<file path="config.mk">
export PLATFORM = sky130hd
export DESIGN_NAME = t_clkq_measure_sequencer
export DESIGN_NICKNAME = d
export VERILOG_FILES = /design/src/rtl/t_clkq_pkg.sv /design/src/rtl/t_clkq_lap_checker.sv /design/src/rtl/t_clkq_measure_sequencer.sv
export SDC_FILE = /design/constraint.sdc
export NUM_CORES = 1
export LEC_CHECK = 0
export CAP_MARGIN = 25
export CORE_MARGIN = 1
export CORE_UTILIZATION = 52
export CTS_BUF_LIST = sky130_fd_sc_hd__clkbuf_16
export CTS_CLUSTER_SIZE = 12
export DETAILED_ROUTE_END_ITERATION = 10
export GPL_TIMING_DRIVEN = 0
export HOLD_SLACK_MARGIN = 0.03
export PLACE_DENSITY = 0.82
export SLEW_MARGIN = 20
export SYNTH_ARGS = -nofsm -noshare
export SYNTH_HDL_FRONTEND = slang
export SYNTH_SLANG_ARGS = --single-unit
</file>
<file path="constraint.sdc">
create_clock -name clk -period 4.05 [get_ports clk]
set_input_delay 1.0125 -clock clk [delete_from_list [all_inputs] [get_ports clk]]
set_output_delay 1.0125 -clock clk [all_outputs]
set_load 0.02 [all_outputs]
</file>
<file path="src/rtl/t_clkq_pkg.sv">
`default_nettype none
// ============================================================================
//  Module      : t_clkq_pkg
//  Description : Shared state encoding, default constants and helpers for the
//                t_clkq+t_setup ring-measurement sequencer.
//  Revision    : 1.0
// ============================================================================
package t_clkq_pkg;

    typedef enum logic [1:0] {
        ST_IDLE   = 2'd0,
        ST_START  = 2'd1,
        ST_WINDOW = 2'd2,
        ST_DONE   = 2'd3
    } state_t;

    localparam int CNT_WIDTH_DEF = 8;
    localparam int N_DEF         = 16;
    localparam int WINDOW_DEF    = 128;
    localparam int RUNS_LOG2_DEF = 2;
    localparam int ERR_WIDTH_DEF = 8;

    // Increment that sticks at max_val instead of wrapping.
    function automatic logic [31:0] sat_inc(input logic [31:0] val,
                                            input logic [31:0] max_val);
        return (val >= max_val) ? val : val + 32'd1;
    endfunction

endpackage
`default_nettype wire

</file>
<file path="src/rtl/t_clkq_lap_checker.sv">
`default_nettype none
// ============================================================================
//  Module      : t_clkq_lap_checker
//  Description : Ring tap edge detector with lap counter and a saturating
//                error counter for early, late or missing laps.
//  Revision    : 1.0
// ============================================================================
module t_clkq_lap_checker
    import t_clkq_pkg::*;
#(
    parameter int N         = N_DEF,
    parameter int LAPS_W    = CNT_WIDTH_DEF + RUNS_LOG2_DEF,
    parameter int ERR_WIDTH = ERR_WIDTH_DEF
) (
    input  logic                 clk,
    input  logic                 rst,
    input  logic                 clr,
    input  logic                 start,
    input  logic                 en,
    input  logic                 ring_tap,
    output logic [LAPS_W-1:0]    laps,
    output logic [ERR_WIDTH-1:0] err
);

    localparam int                   c_GAP_W   = (N > 1) ? $clog2(N) : 1;
    localparam logic [c_GAP_W-1:0]   c_GAP_END = c_GAP_W'(N - 1);
    localparam logic [ERR_WIDTH-1:0] c_ERR_MAX = '1;

    logic                 r_tap_prev;
    logic [c_GAP_W-1:0]   r_gap;
    logic [LAPS_W-1:0]    r_laps;
    logic [ERR_WIDTH-1:0] r_err;
    logic                 w_rise;
    logic                 w_gap_end;
    logic [ERR_WIDTH-1:0] w_err_inc;

    assign w_rise    = ring_tap & ~r_tap_prev;
    assign w_gap_end = (r_gap == c_GAP_END);
    assign w_err_inc = ERR_WIDTH'(sat_inc(32'(r_err), 32'(c_ERR_MAX)));

    always_ff @(posedge clk) begin
        if (rst || clr) begin
            r_tap_prev <= 1'b0;
            r_gap      <= '0;
            r_laps     <= '0;
            r_err      <= '0;
        end else if (start) begin
            r_tap_prev <= 1'b0;
            r_gap      <= '0;
        end else if (en) begin
            r_tap_prev <= ring_tap;
            if (w_rise)
                r_laps <= r_laps + LAPS_W'(1);
            // A lap edge must land exactly on gap N-1; anything else is an error.
            if (w_rise != w_gap_end)
                r_err <= w_err_inc;
            if (w_rise || w_gap_end)
                r_gap <= '0;
            else
                r_gap <= r_gap + c_GAP_W'(1);
        end
    end

    assign laps = r_laps;
    assign err  = r_err;

endmodule
`default_nettype wire

</file>
<file path="src/rtl/t_clkq_measure_sequencer.sv">
`default_nettype none
// ============================================================================
//  Module      : t_clkq_measure_sequencer
//  Description : Runs 2^RUNS_LOG2 start/window measurement runs per request
//                and reports averaged delta, lap count and lap error count.
//  Revision    : 1.0
// ============================================================================
module t_clkq_measure_sequencer
    import t_clkq_pkg::*;
#(
    parameter int CNT_WIDTH = CNT_WIDTH_DEF,
    parameter int N         = N_DEF,
    parameter int WINDOW    = WINDOW_DEF,
    parameter int RUNS_LOG2 = RUNS_LOG2_DEF,
    parameter int ERR_WIDTH = ERR_WIDTH_DEF
) (
    input  logic                           clk,
    input  logic                           rst,
    input  logic                           req_valid,
    output logic                           req_ready,
    output logic                           meas_start,
    input  logic [CNT_WIDTH-1:0]           meas_cnt,
    input  logic                           ring_tap,
    output logic                           res_valid,
    input  logic                           res_ready,
    output logic [CNT_WIDTH-1:0]           res_delta,
    output logic [CNT_WIDTH+RUNS_LOG2-1:0] res_laps,
    output logic [ERR_WIDTH-1:0]           res_err,
    output logic                           busy
);

    localparam int                    c_ACC_W    = CNT_WIDTH + RUNS_LOG2;
    localparam int                    c_RIDX_W   = (RUNS_LOG2 > 0) ? RUNS_LOG2 : 1;
    localparam logic [c_RIDX_W-1:0]   c_RUN_LAST = c_RIDX_W'((1 << RUNS_LOG2) - 1);
    localparam logic [CNT_WIDTH-1:0]  c_WIN_LAST = CNT_WIDTH'(WINDOW - 1);

    state_t               r_state;
    logic [c_RIDX_W-1:0]  r_run_idx;
    logic [CNT_WIDTH-1:0] r_cnt0;
    logic [CNT_WIDTH-1:0] r_win_cnt;
    logic [c_ACC_W-1:0]   r_acc;
    logic                 r_meas_start;
    logic                 r_res_valid;
    logic [CNT_WIDTH-1:0] w_delta;
    logic                 w_accept;

    assign w_accept = (r_state == ST_IDLE) && req_valid;
    // Modular subtraction absorbs a counter wrap inside the window.
    assign w_delta  = meas_cnt - r_cnt0;

    always_ff @(posedge clk) begin
        if (rst) begin
            r_state      <= ST_IDLE;
            r_run_idx    <= '0;
            r_cnt0       <= '0;
            r_win_cnt    <= '0;
            r_acc        <= '0;
            r_meas_start <= 1'b0;
            r_res_valid  <= 1'b0;
        end else begin
            case (r_state)
                ST_IDLE: begin
                    if (w_accept) begin
                        r_acc        <= '0;
                        r_run_idx    <= '0;
                        r_meas_start <= 1'b1;
                        r_state      <= ST_START;
                    end
                end
                ST_START: begin
                    r_meas_start <= 1'b0;
                    r_cnt0       <= meas_cnt;
                    r_win_cnt    <= '0;
                    r_state      <= ST_WINDOW;
                end
                ST_WINDOW: begin
                    r_win_cnt <= r_win_cnt + CNT_WIDTH'(1);
                    if (r_win_cnt == c_WIN_LAST) begin
                        r_acc <= r_acc + c_ACC_W'(w_delta);
                        if (r_run_idx == c_RUN_LAST) begin
                            r_res_valid <= 1'b1;
                            r_state     <= ST_DONE;
                        end else begin
                            r_run_idx    <= r_run_idx + c_RIDX_W'(1);
                            r_meas_start <= 1'b1;
                            r_state      <= ST_START;
                        end
                    end
                end
                ST_DONE: begin
                    if (res_ready) begin
                        r_res_valid <= 1'b0;
                        r_state     <= ST_IDLE;
                    end
                end
                default: r_state <= ST_IDLE;
            endcase
        end
    end

    t_clkq_lap_checker #(
        .N         (N),
        .LAPS_W    (c_ACC_W),
        .ERR_WIDTH (ERR_WIDTH)
    ) u_lap_checker (
        .clk      (clk),
        .rst      (rst),
        .clr      (w_accept),
        .start    (r_state == ST_START),
        .en       (r_state == ST_WINDOW),
        .ring_tap (ring_tap),
        .laps     (res_laps),
        .err      (res_err)
    );

    assign meas_start = r_meas_start;
    assign res_valid  = r_res_valid;
    assign res_delta  = CNT_WIDTH'(r_acc >> RUNS_LOG2);
    assign req_ready  = (r_state == ST_IDLE);
    assign busy       = (r_state != ST_IDLE);

endmodule
`default_nettype wire

</file>
## Yosys cells after proc, flatten, opt, wreduce, memory -nomap -nowiden

Cells that the tools add are included.

- Flip-flop bits (word level): 55
- Logic and storage cells: 74

- $add $sub $neg: 7
- Order comparisons: 1
- Equal/unequal tests: 12
- Muxes and demuxes: 22
- Bitwise logic cells: 4
- Reductions and logical operators: 17

Operator list:

| cell | number |
|---|---|
| 10-bit two-way mux | 2 |
| 10-bit one-hot mux with 2 select lines | 1 |
| 8-bit by 1-bit adder with 8-bit output (second input constant) | 2 |
| 8-bit one-hot mux with 2 select lines | 1 |
| 4-bit AND reduction | 4 |
| 2-bit two-way mux | 7 |
| 10-bit by 1-bit adder with 10-bit output (second input constant) | 1 |
| 10-bit by 8-bit adder with 10-bit output | 1 |
| 3-bit AND reduction | 3 |
| 8-bit by 7-bit == test with 1-bit output (second input constant) | 1 |
| 8-bit greater-or-equal comparator (second input constant) | 1 |
| 2-bit != test (second input constant) | 4 |
| 2-bit one-hot mux with 4 select lines | 1 |
| 2-bit nonzero test | 4 |
| 8-bit subtractor | 1 |
| 2-bit == test (second input constant) | 3 |
| 1-bit two-way mux | 6 |
| 4-bit by 1-bit adder with 4-bit output (second input constant) | 1 |
| 4-bit == test (second input constant) | 1 |
| 4-bit two-way mux | 1 |
| 2-bit one-hot mux with 2 select lines | 1 |
| 1-bit NOT | 3 |
| 1-bit one-hot mux with 3 select lines | 1 |
| 3-bit nonzero test | 1 |
| other kinds (10) | 11 |

## Logic depth before layout (Yosys ltp)

Gate-level depths: netlist of run 1.

- Depth after elaboration: 4
- Depth in mapped cells: 14
- Depth with buffers taken out: 14

## Cells and area by module

A second synthesis of run 1 with hierarchy kept.

- Cell total of the unflattened synthesis: 369
- Area total of the unflattened synthesis: 3190.6 µm²

By module, submodules not included:

| module | instances | cells an instance | area an instance (µm²) |
|---|---|---|---|
| t_clkq_measure_sequencer | 1 | 245 | 2084.5 |
| t_clkq_lap_checker | 1 | 124 | 1106.1 |

## Worst setup path after synthesis of run 1

No wires, ideal clock.

- Path type: input port to flip-flop
- Start point: input meas_cnt[0]
- End point: register r_acc[8]
- Setup time: 115 ps
- Arrival: 3348 ps
- Required time: 3935 ps
- Slack: 586 ps
- Stages on the path: 14
- Cells stage by stage: inv_1 -> ha_1 -> inv_1 -> fa_1 -> a21o_1 -> a21oi_1 -> o21bai_1 -> a21oi_1 -> xnor2_1 -> ha_1 -> o21a_1 -> nor2_1 -> or4_1 -> and3_1

- Longest elaborated chain between the ends: 4

Ends and longest elaborated chain:

| element | line | RTL |
|---|---|---|
| start, declared | t_clkq_measure_sequencer.sv:22 | `input logic [CNT_WIDTH-1:0] meas_cnt,` |
| 8-bit subtractor | t_clkq_measure_sequencer.sv:49 | `assign w_delta = meas_cnt - r_cnt0;` |
| 10-bit by 8-bit adder with 10-bit output | t_clkq_measure_sequencer.sv:79 | `r_acc <= r_acc + c_ACC_W'(w_delta);` |
| 10-bit two-way mux | t_clkq_measure_sequencer.sv:78 | `if (r_win_cnt == c_WIN_LAST) begin` |
| 10-bit one-hot mux with 2 select lines | t_clkq_measure_sequencer.sv:61 | `case (r_state)` |
| end signal, assigned | t_clkq_measure_sequencer.sv:79 |  |
| end, declared | t_clkq_measure_sequencer.sv:41 | `logic [c_ACC_W-1:0] r_acc;` |

Every way passes these cells. The select of a mux whose other input is x is not followed.
A chain may end at the register's enable or synchronous reset.

## Worst setup path after layout of run 1

- Start point: input meas_cnt[0]
- End point: register r_acc[9]

Same word-level chain as after synthesis.

==> results of run 1 <==
## registers in the layout, summed over array words and instances, names as in the netlist
name and count:
meas_start 1, r_acc 10, r_cnt0 8, r_run_idx 2
r_state 2, r_win_cnt 8, res_valid 1, u_lap_checker.err 8
u_lap_checker.laps 10, u_lap_checker.r_gap 4, u_lap_checker.r_tap_prev 1
## path summary, 6_finish.rpt
check	end	slack, ps	cells after the start
max	r_acc[9]	220	15
min	u_lap_checker.laps[9]	490	2
max reg2reg	r_acc[9]	1080	13
min reg2reg	u_lap_checker.laps[9]	490	2
## worst max-delay path, stage by stage
cell and delay, ps:
clkdlybuf4s50_1 410, inv_1 60, ha_1 170, inv_1 60
fa_1 400, a21o_1 200, a21oi_2 180, o21bai_1 90
a21oi_1 180, xnor2_1 90, ha_1 390, a21o_1 180
a21oi_1 100, a2111o_1 380, a31oi_1 140
## final cells by class
cell class | instances | area (µm²) | area share (%)
flip-flops and latches | 55 | 1100 | 28.7
repair buffers | 42 | 420 | 10.9
well taps | 75 | 93.8 | 2.44
clock buffers | 5 | 125 | 3.26
multi-input cells | 265 | 1870 | 48.7
plain buffers | 18 | 103 | 2.67
clock inverters | 2 | 37.5 | 0.977
inverters | 24 | 90.1 | 2.34
## synthesized netlist by cell type, types with 2 or more instances
master,count
dfxtp_1,55
nor2_1,46
ha_1,27
inv_1,24
a21oi_1,23
o21ai_0,16
xnor2_1,16
nand2_1,13
nand3_1,12
mux2i_1,11
xor2_1,10
or3_1,9
buf_4,8
nand4_1,7
nor3_1,7
a21o_1,6
clkbuf_1,6
nand2b_1,6
a22oi_1,4
buf_2,4
nand3b_1,4
nor2b_1,4
and3_1,3
and4_1,3
o2111ai_1,3
o211a_1,3
o31ai_1,3
a311oi_1,2
a31oi_1,2
a32oi_1,2
fa_1,2
o21a_1,2
o41ai_1,2
## placed cells by master, fill, tap and decap left out, types with 4 or more instances in the layout
cell type,count
xor2_1,10
buf_4,8
mux2i_1,11
ha_1,27
nor2_1,46
nand4_1,7
clkdlybuf4s50_1,42
or3_1,9
nand3b_1,4
nand2_1,13
a21o_1,6
nor2b_1,4
xnor2_1,16
o21ai_0,16
clkbuf_1,6
nand2b_1,6
clkbuf_16,5
a21oi_1,22
nand3_1,12
a22oi_1,4
dfxtp_1,55
nor3_1,7
inv_1,24
buf_2,4
## what timing repair did
action / in CTS / in global routing
setup endpoints to repair: 0 / 1
endpoints found under the hold margin: 0 / 0
resized for setup: 0 / 1
## cells by family (layout without fill, tap and decap cells)
kind of cell	after synthesis	count (layout)	synth area share [%]
simple gates	123	123	20.7
compound gates	76	76	15.8
flops	55	55	34.8
buf+inv	42	91	6.09
fa+ha+maj	29	29	12.0
xor+xnor	26	26	7.20
mux	11	11	3.48
## power groups by stage
stage	sequential (mW)	clock, mW	combinational, mW
after CTS	0.611	0.490	0.666
after detailed placement	0.622	0	0.655
after global routing	0.617	0.510	0.743
final	0.612	0.484	0.674
after global placement	0.619	0	0.641
after floorplan	0.623	0	0.483
## metal layers
metal	routed length (µm)	up-vias
met2	3310	71
met4	107	0
met5	0	-
li1	-	1373
met3	332	11
met1	3190	1273
## metrics by stage
| step | setup TNS [ps] | total power, mW | hold slack, ps | utilization [%] |
|---|---|---|---|---|
| finish | 0 | 1.77 | 492 | 65.3 |
| global route | 0 | 1.87 | 527 | 65.3 |
| CTS | 0 | 1.77 | 489 | 65.2 |
| detailed placement | -173 | 1.28 | 478 | 62.5 |
| global placement | -28.0 | 1.26 | 462 | 62.5 |
| floorplan | 0 | 1.11 | 450 | - |
==> impl_results.html, run 1 <==
<table>
<tr><th>Metric</th><th>Value</th></tr>
<tr><th colspan="2">Status</th></tr>
<tr><td>Run status</td><td>finished, final reports clean</td></tr>
<tr><th colspan="2">Run</th></tr>
<tr><td>Maximum Capacitance Violations</td><td>0</td></tr>
<tr><th colspan="2">Clock tree</th></tr>
<tr><td>Clock transition at the register clock pins on the worst setup and hold paths after CTS</td><td>approximately 70 ps</td></tr>
<tr><td>Buffer depth of the longest clock path</td><td>2</td></tr>
<tr><td>Setup Buffers After CTS</td><td>0</td></tr>
<tr><td>Root buffer cell</td><td>clkbuf_16</td></tr>
<tr><td>Clock insertion delay at the later pin of the skew report</td><td>290 ps</td></tr>
<tr><td>Number of levels the H-tree was split into</td><td>2</td></tr>
<tr><td>Number of CTS-inserted buffers</td><td>5</td></tr>
<tr><td>Number of sinks driven by the clock tree</td><td>55</td></tr>
<tr><td>Clock tree from TritonCTS</td><td>done</td></tr>
<tr><td>Count of hold buffers inserted by post-cts repair</td><td>0</td></tr>
<tr><th colspan="2">Power</th></tr>
<tr><td>Switching component of the power</td><td>0.627 mW</td></tr>
<tr><td>Switching share of total power</td><td>a little over a third</td></tr>
<tr><td>Largest vdd supply drop</td><td>approximately 0.27 mV</td></tr>
<tr><td>Power density normalized to cell area</td><td>between 400 and 500 nW/µm²</td></tr>
<tr><td>Clock network power share</td><td>between 20% and 30%</td></tr>
<tr><td>Share of power burned in combinational logic</td><td>between 30% and 40%</td></tr>
<tr><td>Fraction of power consumed by sequential logic</td><td>between 30 and 40%</td></tr>
<tr><td>Total internal power</td><td>~1.1 mW</td></tr>
<tr><td>Leakage power of the design</td><td>1.47 nW</td></tr>
<tr><th colspan="2">Global route</th></tr>
<tr><td>Maximum number of pins on one net before global-route repair</td><td>17</td></tr>
<tr><td>Routing layer with the top usage in global route</td><td>met2</td></tr>
<tr><td>Antenna violations before repair</td><td>0</td></tr>
<tr><td>Global-route usage over all layers</td><td>22.5%</td></tr>
<tr><td>Met3 usage in global routing</td><td>~4.6%</td></tr>
<tr><td>Final global-route overflow total</td><td>0</td></tr>
<tr><td>Met2 capacity usage during global routing</td><td>a little under two fifths</td></tr>
<tr><td>Via count of the first global-routing pass</td><td>~2400</td></tr>
<tr><td>First-pass GRT wire length</td><td>11.2 mm</td></tr>
<tr><td>Met1 GRT Util</td><td>between 20 and 30%</td></tr>
<tr><th colspan="2">Logic synthesis</th></tr>
<tr><td>Commonest register cell after synthesis</td><td>dfxtp_1</td></tr>
<tr><td>Fraction of post-synthesis cell area in the top cell type by area</td><td>around a third</td></tr>
<tr><td>Cell count after synthesis</td><td>362</td></tr>
<tr><td>Ys Warns</td><td>0</td></tr>
<tr><td>Per-instance average area after synthesis</td><td>a little under 9 µm²</td></tr>
<tr><td>Synthesized cell area</td><td>between 3000 and 4000 µm²</td></tr>
<tr><td>Number of synthesized register bits</td><td>55</td></tr>
<tr><td>Cell taking the most area after synthesis</td><td>dfxtp_1</td></tr>
<tr><td>Cell types with the largest area share after synthesis</td><td>dfxtp_1, ha_1, nor2_1</td></tr>
<tr><td>Syn nets</td><td>slightly above 400</td></tr>
<tr><td>Distinct cells, synth</td><td>50</td></tr>
<tr><td>Number of enable flip-flop cells after synthesis</td><td>0</td></tr>
<tr><td>Fraction of registers with async set/reset</td><td>0%</td></tr>
<tr><td>Share of the yosys chip area belonging to registers</td><td>about a third</td></tr>
<tr><th colspan="2">Floorplanning</th></tr>
<tr><td>Die Footprint</td><td>6400 µm²</td></tr>
<tr><td>Number of top-level pins</td><td>43</td></tr>
<tr><td>Number of rows in the core area</td><td>28</td></tr>
<tr><td>Die span in x</td><td>between 70 and 80 µm</td></tr>
<tr><td>Initial core utilization</td><td>between 50% and 60%</td></tr>
<tr><td>Die Y</td><td>80.0 µm</td></tr>
<tr><td>Core Footprint</td><td>about 5900 µm²</td></tr>
<tr><th colspan="2">Final layout</th></tr>
<tr><td>Antenna fix cells</td><td>0</td></tr>
<tr><td>Area delta synth-&gt;final</td><td>21.5%</td></tr>
<tr><td>Number of standard cells in the final layout excluding fillers</td><td>486</td></tr>
<tr><td>Layout cells sized above 1</td><td>between 6 and 7%</td></tr>
<tr><td>Final #Nets</td><td>around 450</td></tr>
<tr><td>Fill cells</td><td>481</td></tr>
<tr><td>Post-route standard cell area excluding fillers</td><td>between 3000 and 4000 µm²</td></tr>
<tr><th colspan="2">Place</th></tr>
<tr><td>Sum of net half-perimeters after detailed placement</td><td>4.85 mm</td></tr>
<tr><td># port buffers</td><td>42</td></tr>
<tr><td>Total instance count after detailed placement</td><td>between 400 and 500</td></tr>
<tr><td>Placed Instance Area</td><td>between 3000 and 4000 µm²</td></tr>
<tr><td>Routability-driven placement congestion ratio</td><td>between 0.8 and 0.9</td></tr>
<tr><td>DP Worst Slack</td><td>-90.1 ps</td></tr>
<tr><th colspan="2">STA</th></tr>
<tr><td>Relative slew slack</td><td>50.3%</td></tr>
<tr><td>Final setup fails</td><td>0</td></tr>
<tr><td>Count of pins over their slew limit</td><td>0</td></tr>
<tr><td>Unrepaired setup endpoints after global routing</td><td>false</td></tr>
<tr><td>Final period util</td><td>94.6%</td></tr>
<tr><td>Transition time at the pin with the least slew margin</td><td>~740 ps</td></tr>
<tr><td>Final critical-path setup slack</td><td>around 220 ps</td></tr>
<tr><td>Skew final</td><td>5.68 ps</td></tr>
<tr><td>Number of failing hold endpoints at the final stage</td><td>0</td></tr>
<tr><td>Final worst path period need</td><td>3830 ps</td></tr>
<tr><td>Max Freq</td><td>~260 MHz</td></tr>
<tr><th colspan="2">Routing</th></tr>
<tr><td>Iter 0 DRT Violations</td><td>between 100 and 150</td></tr>
<tr><td>DRC Markers</td><td>0</td></tr>
<tr><td>Routed Wire Length</td><td>approximately 6.9 mm</td></tr>
<tr><td>Routed wire per std cell</td><td>14.3 µm</td></tr>
<tr><td>Via count</td><td>2728</td></tr>
<tr><td>Routed via count divided by cell count</td><td>5.61</td></tr>
<tr><td>Number of nets with antenna violations after routing</td><td>0</td></tr>
<tr><td>Total iterations of the first detailed-routing run</td><td>4</td></tr>
<tr><th colspan="2">Critical path</th></tr>
<tr><td>CP arrival</td><td>slightly above 4000 ps</td></tr>
<tr><td>Critical register-to-register path startpoint</td><td>r_cnt0[0]</td></tr>
<tr><td>Category of the worst setup path capture point</td><td>flop</td></tr>
<tr><td>Startpoint of the worst setup timing path</td><td>meas_cnt[0]</td></tr>
<tr><td>Kind of start point of the critical path</td><td>input port</td></tr>
<tr><td>Req. time, crit path</td><td>between 4000 and 5000 ps</td></tr>
<tr><td>Crit-path max FO</td><td>7</td></tr>
<tr><td>Classification of the worst setup path</td><td>in2reg</td></tr>
<tr><th colspan="2">Min path</th></tr>
<tr><td>Min-Delay Path Class</td><td>reg2reg</td></tr>
<tr><td>Startpoint of the tightest hold check path</td><td>u_lap_checker.laps[9]</td></tr>
</table>
Note: power is estimated with default switching activity, not from simulation.
==> run 2, diff against run 1 <==
SLEW_MARGIN = not set   (was 20)
==> results of run 2 <==
No change in the layout: final DEF, timing and power equal those of run 1.
==> RTL change (flow settings as in run 2) <==
The package constant `RUNS_LOG2_DEF` goes from 2 to 3.
--- a/src/rtl/t_clkq_pkg.sv
+++ b/src/rtl/t_clkq_pkg.sv
@@ -17,7 +17,7 @@
     localparam int CNT_WIDTH_DEF = 8;
     localparam int N_DEF         = 16;
     localparam int WINDOW_DEF    = 128;
-    localparam int RUNS_LOG2_DEF = 2;
+    localparam int RUNS_LOG2_DEF = 3;
     localparam int ERR_WIDTH_DEF = 8;
 
     // Increment that sticks at max_val instead of wrapping.
Interface: changed (resized res_laps); port bits go from 43 to 44. No check against the original RTL was run, so the function may have changed too.
==> RTL change against run 2 <==
Total power rose by 23%; hold slack got worse by 6.1 ps; first-iteration DRC count rose by 15%; core utilization rose by 3.7 points; cell area rose by 7.5%; sequential cell count rose by 3; setup slack got worse by 68 ps; wire length rose by 6.3%; die area rose by 2.8%; global-route usage rose by 1.2 points; area after synthesis rose by 2.8%; critical path type unchanged; largest power group is now clock.
==> RTL change: results (changes against run 2) <==
| Metric | Value |
|---|---|
| Adder-cell share of the synthesized area | `11.6% (-0.33 points)` |
| Cts bufs inserted | `9 (+4)` |
| Slew headroom | `66.1% (+16 points)` |
| Drt initial violations | `132 (+15%)` |
| CTS H-tree lvls | `3 (+1)` |
| Placed wire-length estimate | `4.92 mm (+1.4%)` |
| Synth Area in Compound Gates | `14.2% (-1.6 points)` |
| Worst ir drop on vdd | `0.417 mV (+54%)` |
| Clk Latency, worst-skew pair | `330 ps (+40 ps)` |
| Psw | `0.000732 W (+17%)` |
| GP Congestion | `0.837 (+2.0%)` |
| Hold Slack | `486 ps (-6.10 ps)` |
| Pwr dens | `526 mW/mm^2 (+14%)` |
| Synth Net Count | `402 (-0.50%)` |
| Setup crit end | `r_acc[10]` |
| Post-synthesis xor/xnor area fraction | `9.16% (+2.0 points)` |
| Clk pwr share | `37.4% (+10 points)` |
| Comb pwr share | `33.0% (-5.1 points)` |
| Worst R2R Start | `r_cnt0[3]` |
| Worst-path clk slew | `50 ps (-20 ps)` |
| CP arrival | `4160 ps (+110 ps)` |
| Filler cells | `479 (-0.42%)` |
| Met1 GRT Util | `27.4% (-0.78 points)` |
| Routed len/inst | `14.9 um (+4.2%)` |
| First-pass GRT wire length | `11.8 mm (+6.1%)` |
| Synth cell types | `52 (+4.0%)` |
| GR Util met3 | `4.72% (+0.15 points)` |
| Synth top area cells | `dfxtp_1, ha_1, xor2_1, nor2_1, mux2i_1` |
| Vias in the first global route | `2686 (+9.9%)` |
| Status | `completed` |
| Static leakage | `1.63 nW (+11%)` |
| Worst R2R End | `r_acc[10]` |
| Vias per inst | `5.63 (+0.28%)` |
| Mux cell area share after synthesis | `4.04% (+0.56 points)` |
| Flop-to-flop setup slack | `940 ps (-140 ps)` |
| Share of layout cells above drive strength 1 | `10.5% (+4.4 points)` |
| Nets | `458 (+1.1%)` |
| Worst Reg-to-Reg Cells | `12 (-1)` |
| GRT Overall Usage | `23.7% (+1.2 points)` |
| Clock skew | `5.45 ps (-0.231 ps)` |
| Largest net degree at the start of global routing | `12 (-5)` |
| Post-synth top cells | `dfxtp_1, nor2_1, ha_1, a21oi_1, xor2_1` |
| Yosys warnings | `0 (unchanged)` |
| Port bufs | `43 (+2.4%)` |
| Seq/Total Area, Yosys | `35.7% (+0.88 points)` |
## RTL change: changes by cell type after synthesis, sizes merged, moves of 5 or more
| cell | delta |
|---|---|
| a211oi | +6 |
| a22o | +6 |
| nand2 | +5 |
| nand3 | -5 |
| o21ai | -7 |
| or3 | -6 |
| xnor2 | -5 |
| xor2 | +13 |
## RTL change: final cells by class
type	count	area, um^2	area share, %
clock inverters	7	93.8	2.27
multi-input cells	262	1920	46.5
well taps	75	93.8	2.27
repair buffers	45	445	10.8
flip-flops and latches	58	1160	28.1
inverters	22	82.6	2.00
plain buffers	18	110	2.67
clock buffers	9	225	5.45
## RTL change: routing by layer
layer	vias to the layer above	share of wire, %
li1	1382	-
met1	1290	44
met2	92	48
met3	28	4.9
met4	0	3.4
met5	-	0
## RTL change: cell families (layout without fill, tap and decap cells)
logic type               after synthesis  in the layout
AND/OR/NAND/NOR                      117            117
AO/OA/AOI/OAI                         69             69
flip-flops                            58             58
buffers and inverters                 40            101
XOR/XNOR                              34             34
adder cells (fa/ha/maj)               29             29
multiplexers                          13             13
## RTL change: per-stage QoR
| step | setup WS, ps | instances | setup TNS [ps] | instance area (um^2) | utilization [%] |
|---|---|---|---|---|---|
| final | 152 | 496 | 0 | 4130 | 69.0 |
| after detailed placement | -305 | 478 | -633 | 3780 | 63.0 |
| after global placement | -265 | 478 | -498 | 3780 | 63.0 |
| after global routing | -30.2 | 496 | -30.2 | 4130 | 69.0 |
| after floorplan | 421 | 360 | 0 | 3250 | - |
| after CTS | 32.1 | 494 | 0 | 4110 | 68.6 |
## RTL change: what timing repair did
item / CTS / global route
resized for setup: 3 / 3
pin swaps: 0 / 4
buffers inserted: 0 / 2
cloned: 0 / 0
endpoints found under the setup margin: 1 / 2
